==> src/rtl/cic_decim_ctrl_if.sv <==
// Rate-configuration handshake and qualified sample output between the
// CIC decimator controller and its user.
interface cic_decim_ctrl_if #(
  parameter int DW     = 20,
  parameter int RATE_W = 3
);
  logic [RATE_W-1:0] cfg_rate;
  logic              cfg_valid;
  logic              cfg_ready;
  logic [DW-1:0]     dout;
  logic              dout_valid;

  modport master (output cfg_rate, cfg_valid, input cfg_ready, dout, dout_valid);
  modport slave  (input cfg_rate, cfg_valid, output cfg_ready, dout, dout_valid);
endinterface

==> src/rtl/cic_decim_ctrl.sv <==
// Sequencer for the 8-stage CIC decimator: reset/flush on every rate change,
// discard settling outputs, then forward qualified samples.
module cic_decim_ctrl #(
  parameter int DW          = 20,
  parameter int RATE_W      = 3,
  parameter int FLUSH_CYC   = 2,
  parameter int SETTLE_OUTS = 9
) (
  input  logic              clk,
  input  logic              reset,
  cic_decim_ctrl_if.slave   bus,
  input  logic              cken_in,
  output logic              cic_reset,
  output logic [RATE_W-1:0] cic_decimrate,
  output logic              cic_cken_in,
  input  logic              cic_cken_out,
  input  logic [DW-1:0]     cic_dout,
  output logic              locked
);
  localparam int FW = $clog2(FLUSH_CYC + 1);
  localparam int SW = $clog2(SETTLE_OUTS + 1);

  typedef enum logic [1:0] {IDLE, FLUSH, SETTLE, RUN} state_t;

  state_t          state, state_nx;
  logic [FW-1:0]   flush_cnt;
  logic [SW-1:0]   settle_cnt;
  logic            gate, cfg_ready, cken_d1, dout_valid;
  logic [DW-1:0]   dout;
  logic            cic_reset_nx, cfg_ready_nx, gate_nx, locked_nx;
  logic            xfer, ev, flush_done, settle_done;

  assign bus.cfg_ready  = cfg_ready;
  assign bus.dout       = dout;
  assign bus.dout_valid = dout_valid;
  assign cic_cken_in    = cken_in & gate;

  // cic_cken_out is a level; only the cycle after a forwarded strobe carries news.
  assign xfer        = bus.cfg_valid & cfg_ready;
  assign ev          = cic_cken_out & cken_d1;
  assign flush_done  = (flush_cnt == FW'(FLUSH_CYC - 1));
  assign settle_done = ev && (settle_cnt == SW'(SETTLE_OUTS - 1));

  always_ff @(posedge clk) begin
    if (reset) begin
      state     <= IDLE;
      cic_reset <= 1'b1;
      cfg_ready <= 1'b1;
      gate      <= 1'b0;
      locked    <= 1'b0;
    end else begin
      state     <= state_nx;
      cic_reset <= cic_reset_nx;
      cfg_ready <= cfg_ready_nx;
      gate      <= gate_nx;
      locked    <= locked_nx;
    end
  end

  always_comb begin
    state_nx = state;
    unique case (state)
      IDLE:    if (xfer)        state_nx = FLUSH;
      FLUSH:   if (flush_done)  state_nx = SETTLE;
      SETTLE:  if (settle_done) state_nx = RUN;
      RUN:     if (xfer)        state_nx = FLUSH;
      default:                  state_nx = IDLE;
    endcase
  end

  // Outputs are registered from the next state so they change on the same edge.
  always_comb begin
    cic_reset_nx = (state_nx == IDLE)   || (state_nx == FLUSH);
    cfg_ready_nx = (state_nx == IDLE)   || (state_nx == RUN);
    gate_nx      = (state_nx == SETTLE) || (state_nx == RUN);
    locked_nx    = (state_nx == RUN);
  end

  always_ff @(posedge clk) begin
    if (reset) begin
      cic_decimrate <= '0;
      flush_cnt     <= '0;
      settle_cnt    <= '0;
      dout          <= '0;
      dout_valid    <= 1'b0;
      cken_d1       <= 1'b0;
    end else begin
      cken_d1    <= cic_cken_in;
      dout_valid <= 1'b0;
      if (xfer) begin
        // A new rate beats a coincident sample: the sample is dropped.
        cic_decimrate <= bus.cfg_rate;
        flush_cnt     <= '0;
        settle_cnt    <= '0;
      end else begin
        unique case (state)
          FLUSH:   if (!flush_done) flush_cnt <= flush_cnt + 1'b1;
          SETTLE:  if (ev && !settle_done) settle_cnt <= settle_cnt + 1'b1;
          RUN: begin
            if (ev) begin
              dout       <= cic_dout;
              dout_valid <= 1'b1;
            end
          end
          default: ;
        endcase
      end
    end
  end
endmodule

==> src/flat_wrapper.sv <==
// flat-port wrapper written by rule: the top's interface ports become plain ports
module cic_decim_ctrl_flat 
#(
  parameter int DW          = 20,
  parameter int RATE_W      = 3,
  parameter int FLUSH_CYC   = 2,
  parameter int SETTLE_OUTS = 9
)
  (clk, reset, cken_in, cic_reset, cic_decimrate, cic_cken_in, cic_cken_out, cic_dout, locked, bus_cfg_rate, bus_cfg_valid, bus_cfg_ready, bus_dout, bus_dout_valid);
  cic_decim_ctrl_if #(.DW(DW), .RATE_W(RATE_W)) bus_i ();
  input  logic clk;
  input  logic reset;
  input  logic cken_in;
  output logic cic_reset;
  output logic [RATE_W-1:0] cic_decimrate;
  output logic cic_cken_in;
  input  logic cic_cken_out;
  input  logic [DW-1:0] cic_dout;
  output logic locked;
  input wire logic [$bits(bus_i.cfg_rate)-1:0] bus_cfg_rate;
  input wire logic [$bits(bus_i.cfg_valid)-1:0] bus_cfg_valid;
  output wire logic [$bits(bus_i.cfg_ready)-1:0] bus_cfg_ready;
  output wire logic [$bits(bus_i.dout)-1:0] bus_dout;
  output wire logic [$bits(bus_i.dout_valid)-1:0] bus_dout_valid;
  assign bus_i.cfg_rate = bus_cfg_rate;
  assign bus_i.cfg_valid = bus_cfg_valid;
  assign bus_cfg_ready = bus_i.cfg_ready;
  assign bus_dout = bus_i.dout;
  assign bus_dout_valid = bus_i.dout_valid;
  cic_decim_ctrl #(.DW(DW), .RATE_W(RATE_W), .FLUSH_CYC(FLUSH_CYC), .SETTLE_OUTS(SETTLE_OUTS)) u_core (.clk(clk), .reset(reset), .bus(bus_i), .cken_in(cken_in), .cic_reset(cic_reset), .cic_decimrate(cic_decimrate), .cic_cken_in(cic_cken_in), .cic_cken_out(cic_cken_out), .cic_dout(cic_dout), .locked(locked));
endmodule
==> config.mk <==
export PLATFORM = sky130hd
export DESIGN_NAME = cic_decim_ctrl_flat
export DESIGN_NICKNAME = d
export VERILOG_FILES = /design/src/rtl/cic_decim_ctrl_if.sv /design/src/rtl/cic_decim_ctrl.sv /design/src/flat_wrapper.sv
export SDC_FILE = /design/constraint.sdc
export NUM_CORES = 1
export LEC_CHECK = 0
export ABC_AREA = 1
export BUFFER_PORTS_ARGS = -buffer_cell sky130_fd_sc_hd__buf_2
export CAP_MARGIN = 30
export CORE_MARGIN = 3
export CORE_UTILIZATION = 43
export CTS_BUF_LIST = sky130_fd_sc_hd__clkbuf_4
export CTS_CLUSTER_SIZE = 25
export DETAILED_ROUTE_END_ITERATION = 6
export PLACE_DENSITY_LB_ADDON = 0.15
export RECOVER_POWER = 100
export SLEW_MARGIN = 20
export SYNTH_ARGS = -nofsm -noshare
export SYNTH_HDL_FRONTEND = slang
export SYNTH_SLANG_ARGS = --single-unit
==> constraint.sdc <==
create_clock -name clk -period 3.81 [get_ports clk]
set_input_delay 0.762 -clock clk [delete_from_list [all_inputs] [get_ports clk]]
set_output_delay 0.762 -clock clk [all_outputs]
set_load 0.1 [all_outputs]
**After elaboration in Yosys (flattened, before gate mapping)**

Cells that the tools add are included.

- $add $sub $neg: 2
- Eq/ne operators: 8
- Muxes and demuxes: 5
- Bitwise logic cells: 6
- Reductions and logical operators: 14

Operator list:

| cell | number |
|---|---|
| == test 2 bit (second input constant) | 4 |
| == test 2 x 1 -> 1 bit (second input constant) | 3 |
| two-way mux 2 bit | 3 |
| one-hot mux 2 bit (3 select lines) | 1 |
| adder 4 x 1 -> 4 bit (second input constant) | 1 |
| == test 4 bit (second input constant) | 1 |
| zero test 2 bit | 2 |
| AND reduction 2 bit | 2 |
| OR reduction 2 bit | 2 |
| AND 1 bit | 3 |
| logical OR 1 bit | 3 |
| inverter 1 bit | 3 |
| AND reduction 3 bit | 1 |
| OR reduction 3 bit | 1 |
| adder 2 x 1 -> 2 bit (second input constant) | 1 |
| logical AND 1 bit | 2 |
| zero test 1 bit | 1 |
| two-way mux 1 bit | 1 |

- Register bits: 37
- Input bits: 28
- Output and inout bits: 28
- Logic and storage cells: 46

**Logic depth before layout (Yosys ltp)**

- Depth after elaboration: 6
- Depth in mapped cells: 12
- Mapped depth without buffers: 12

**Worst setup path after synthesis**

No wires, ideal clock.

- Path kind: reg2reg
- Start point: register u_core.cfg_ready (netlist: u_core.bus.cfg_ready)
- End point: register u_core.cfg_ready (netlist: u_core.bus.cfg_ready)
- Library setup time: 123 ps
- Data arrival time: 2,087 ps
- Data required time: 3,687 ps
- Slack: 1,599 ps
- Stages on the path, launching flop included: 10
- Buffers on the path: 0
- Period minus slack after synthesis: 2,211 ps
- Cells stage by stage: dfxtp_1 nand2_2 nor2_1 nor2_1 nand2_1 nand2_1 nand2_1 inv_2 ha_1 or2_2

- Cells in the longest elaborated chain, start to end: 5
- Elaborated cells between the ends (all ways): 6
- Those cells by class: 1 x eq/ne; 2 x mux; 1 x bitwise; 2 x reduce/logical

RTL lines:

| element | RTL line | RTL |
|---|---|---|
| start: declaration | cic_decim_ctrl.sv:28 | `logic gate, cfg_ready, cken_d1, dout_valid;` |
| start signal: assignment | cic_decim_ctrl.sv:54 | `cfg_ready <= cfg_ready_nx;` |
| AND 1 bit * | cic_decim_ctrl.sv:39 | `assign xfer = bus.cfg_valid & cfg_ready;` |
| two-way mux 2 bit * | cic_decim_ctrl.sv:63, cic_decim_ctrl.sv:66 |  |
| one-hot mux 2 bit (3 select lines) * | cic_decim_ctrl.sv:62 | `unique case (state)` |
| named net u_core.state_nx[0] | cic_decim_ctrl.sv:25 | `state_t state, state_nx;` |
| == test 2 bit / zero test 2 bit (equally long branches) | cic_decim_ctrl.sv:74 | `cfg_ready_nx = (state_nx == IDLE) \|\| (state_nx == RUN);` |
| logical OR 1 bit * | cic_decim_ctrl.sv:74 |  |
| named net u_core.cfg_ready_nx | cic_decim_ctrl.sv:30 | `logic cic_reset_nx, cfg_ready_nx, gate_nx, locked_nx;` |

Mark *: on every way through the listed nets, which the timed path passes. The rest lies on a longest branch.
A chain may end at the register's enable or synchronous reset.

**Worst setup path after layout**

- Start point: input port cken_in
- End point: output port cic_cken_in

- Cells in the longest elaborated chain, start to end: 1

RTL lines:

| element | RTL line | RTL |
|---|---|---|
| start: declaration | flat_wrapper.sv:13 | `input logic cken_in;` |
| AND 1 bit | cic_decim_ctrl.sv:36 | `assign cic_cken_in = cken_in & gate;` |
| end: declaration | flat_wrapper.sv:16 | `output logic cic_cken_in;` |

No other way between the ends.

==> flow_metrics.tcl <==
set metrics [dict create \
    max-vdd-ir-drop_uv 333.9 \
    num_vias 1344 \
    period_share_pct 66.96 \
    final_cell_area_um2 1833 \
    path_clk_slew_ps 110 \
    cp-end-kind "output pin" \
    final_hold_viol_count 0 \
    ys_types 18 \
    timing.critical_path.slowest_stage_cell "clkbuf_1" \
    syn-instance-count 193 \
    setup_ws_ps 1259 \
    layout.nets 286 \
    die_height_um 65.34 \
    clock_sink_count 37 \
    route.detailed.wl_per_inst_um 10.39 \
    tightest_pin_transition_ps 1203 \
    cts.path.max_buffers 2 \
    routed_via_density 4.587 \
    postSynthRegisterBits 37 \
    clkPwrFrac_pct 25.5 \
    num_io_pins 56 \
    cell_chain_of_the_critical_path "buf_2 -> nand2_1 -> inv_1 -> clkbuf_1" \
    timing.critical_path.arrival_ps 1790 \
    grt_pass1_wl_um 5078 \
    cts_tree "built" \
    totalNegativeSetupSlack_ps 0 \
    setup_slack_at_placement_ps 1618 \
    antenna_left 0 \
    route.detailed.drc 0 \
    dpl_cell_area_um2 1797 \
    area_overhead_of_the_layout_relative_to_synthesis_pct 21.07 \
    cts_resized 0 \
    cap_viol_max_count 0 \
    cts-htree-levels 2 \
    setup_viol 0 \
    run_status "complete, no violations" \
    finalWirelength_um 3045 \
    initial_utilization_pct 47.27 \
    postSynthNetCount 231 \
    p_seq_share_pct 40.2 \
    final.min_clock_period_ps 2551 \
    switching_share_pct 39.87 \
    crit_fanout 2 \
    detail_route.iter0.violations 49 \
    antenna_violations_before_repair 0 \
    worst_path_largest_cell_delay_ps 850 \
    p_leak_nw 0.7945 \
    rows 20 \
    p_int_uw 663.5 \
    floorplan.die.width_um 65.34 \
    net-switching-power_uw 440.0 \
    cts_post_setup_buffers_inserted 0 \
    hpwl_um 2274 \
    timing.hold.worst.class "register to register" \
    drv_slew 0 \
    port_buffers 55 \
    critical_path_class "input pin to output pin" \
    unrepaired_setup_endpoints_after_global_routing "false" \
    timing.max_slew.rel_slack_pct 20.12 \
    critical_path_required_ps 3050 \
    maximum_number_of_pins_on_one_net_before_global_route_repair 26 \
    synth_warnings 0 \
    postSynthAreaPerCell_um2 7.844 \
    grt_overflow 0 \
    layout.cells.most_common_list "nor2_1 (61), dfxtp_1 (37), clkbuf_1 (29), buf_2 (26), inv_1 (18)" \
    finalCoreUtilization_pct 57.23 \
    ctsHoldBuffers 0 \
    ys_seq_area_share_pct 48.93 \
    fp.dieArea_um2 4269 \
    cts-buffers-inserted 5 \
    first_pass_iters 4 \
    antennaDiodeCount 0 \
    globalRouteTotalUtil_pct 15.60 \
    clk_latency_ps 360 \
    final_common_cell "nor2_1" \
    fin_worst_hold_slack_ps 447.1 \
    final_layout_size_suffix_gt1_share_pct 15.66 \
    filler_cell_count 346 \
    startpoint_type "input pin" \
    clockRootBuffer "clkbuf_4" \
    ratio_of_total_power_to_cell_area_nw_per_um2 602.0 \
    via_count_of_the_first_global_routing_pass 1225 \
    max_clock_freq_mhz 392.0 \
    share_comb_of_total_power_pct 34.3 \
    mappedNetlistArea_um2 1514 \
    fin_skew_ps 18.94 \
    coreArea_um2 3203 \
    place_congestion 0.7412 \
]
==> synthesized netlist by cell type <==
cell     count  area [um^2]
nor2_1      60        225.2
dfxtp_1     37        740.7
inv_1       15        56.30
o21ai_1     15        75.07
nand2_1     14        52.55
o21ai_0     13        65.06
ha_1        10        125.1
a21oi_1      5        25.02
buf_2        5        25.02
inv_2        5        18.77
nand3_1      5        25.02
buf_6        2        22.52
nand2_2      2        12.51
nand4_2      1        12.51
nor2_2       1        6.260
nor2_4       1        11.26
or2_2        1        6.260
xnor2_1      1        8.760
==> through the flow <==
stage,total power [mW],cells
after CTS,1.126,293
after global routing,1.178,293
after global placement,0.8415,285
after floorplan,0.7723,193
after detailed placement,0.8444,285
final,1.104,293
==> power groups by stage <==
| stage | clock, mW | sequential (mW) | combinational [mW] |
|---|---|---|---|
| floorplan | 0 | 0.563 | 0.209 |
| global placement | 0 | 0.452 | 0.389 |
| detailed placement | 0 | 0.453 | 0.392 |
| CTS | 0.287 | 0.444 | 0.395 |
| global route | 0.302 | 0.449 | 0.427 |
| finish | 0.281 | 0.444 | 0.378 |
==> kinds of logic (layout without fill, tap and decap cells) <==
| family | after synthesis | in the layout | share of synthesized area (%) |
|---|---|---|---|
| AO/OA/AOI/OAI | 33 | 33 | 10.91 |
| XOR/XNOR | 1 | 1 | 0.5786 |
| adder cells (fa/ha/maj) | 10 | 10 | 8.264 |
| buffers and inverters | 27 | 83 | 8.099 |
| flip-flops | 37 | 37 | 48.93 |
| AND/OR/NAND/NOR | 85 | 85 | 23.22 |
==> critical path: cells and delay by family <==
kind | cells | cell delay [ps]
buffers and inverters | 3 | 970
AND/OR/NAND/NOR | 1 | 50
==> metal layers <==
metal / up-vias / part of all wire [%] / global-route usage [%] / routed length [um]
met3: 8 / 8.2 / 4.615 / 250
met5: - / 0 / 0 / 0
met1: 583 / 45 / 17.52 / 1365
met2: 40 / 45 / 26.30 / 1359
li1: 713 / - / - / -
met4: 0 / 2.3 / 8.549 / 70
==> final cells by class <==
class	instances	area, um^2	area share [%]
multi-input cells	129	639.4	34.88
clock inverters	3	46.29	2.526
well taps	44	55.05	3.003
repair buffers	55	239.0	13.04
flip-flops and latches	37	740.7	40.41
inverters	20	75.07	4.096
clock buffers	5	37.54	2.048
==> flip-flops by register name (all words and copies together) (netlist names) <==
name / cells
u_core.bus.dout: 20
u_core.state: 2
u_core.bus.cfg_ready: 1
u_core.bus.dout_valid: 1
u_core.locked: 1
u_core.gate: 1
u_core.settle_cnt: 4
u_core.cken_d1: 1
u_core.flush_cnt: 2
u_core.cic_reset: 1
u_core.cic_decimrate: 3
==> path summary, 6_finish.rpt <==
path	startpoint	endpoint	slack (ps)	cells after the start
setup reg to reg	u_core.bus.cfg_ready	u_core.bus.dout[18]	1580	5
hold / removal	u_core.gate	u_core.cken_d1	450	2
hold reg to reg	u_core.gate	u_core.cken_d1	450	2
setup / recovery	cken_in	cic_cken_in	1260	4
Note: power is estimated with default switching activity, not from simulation.
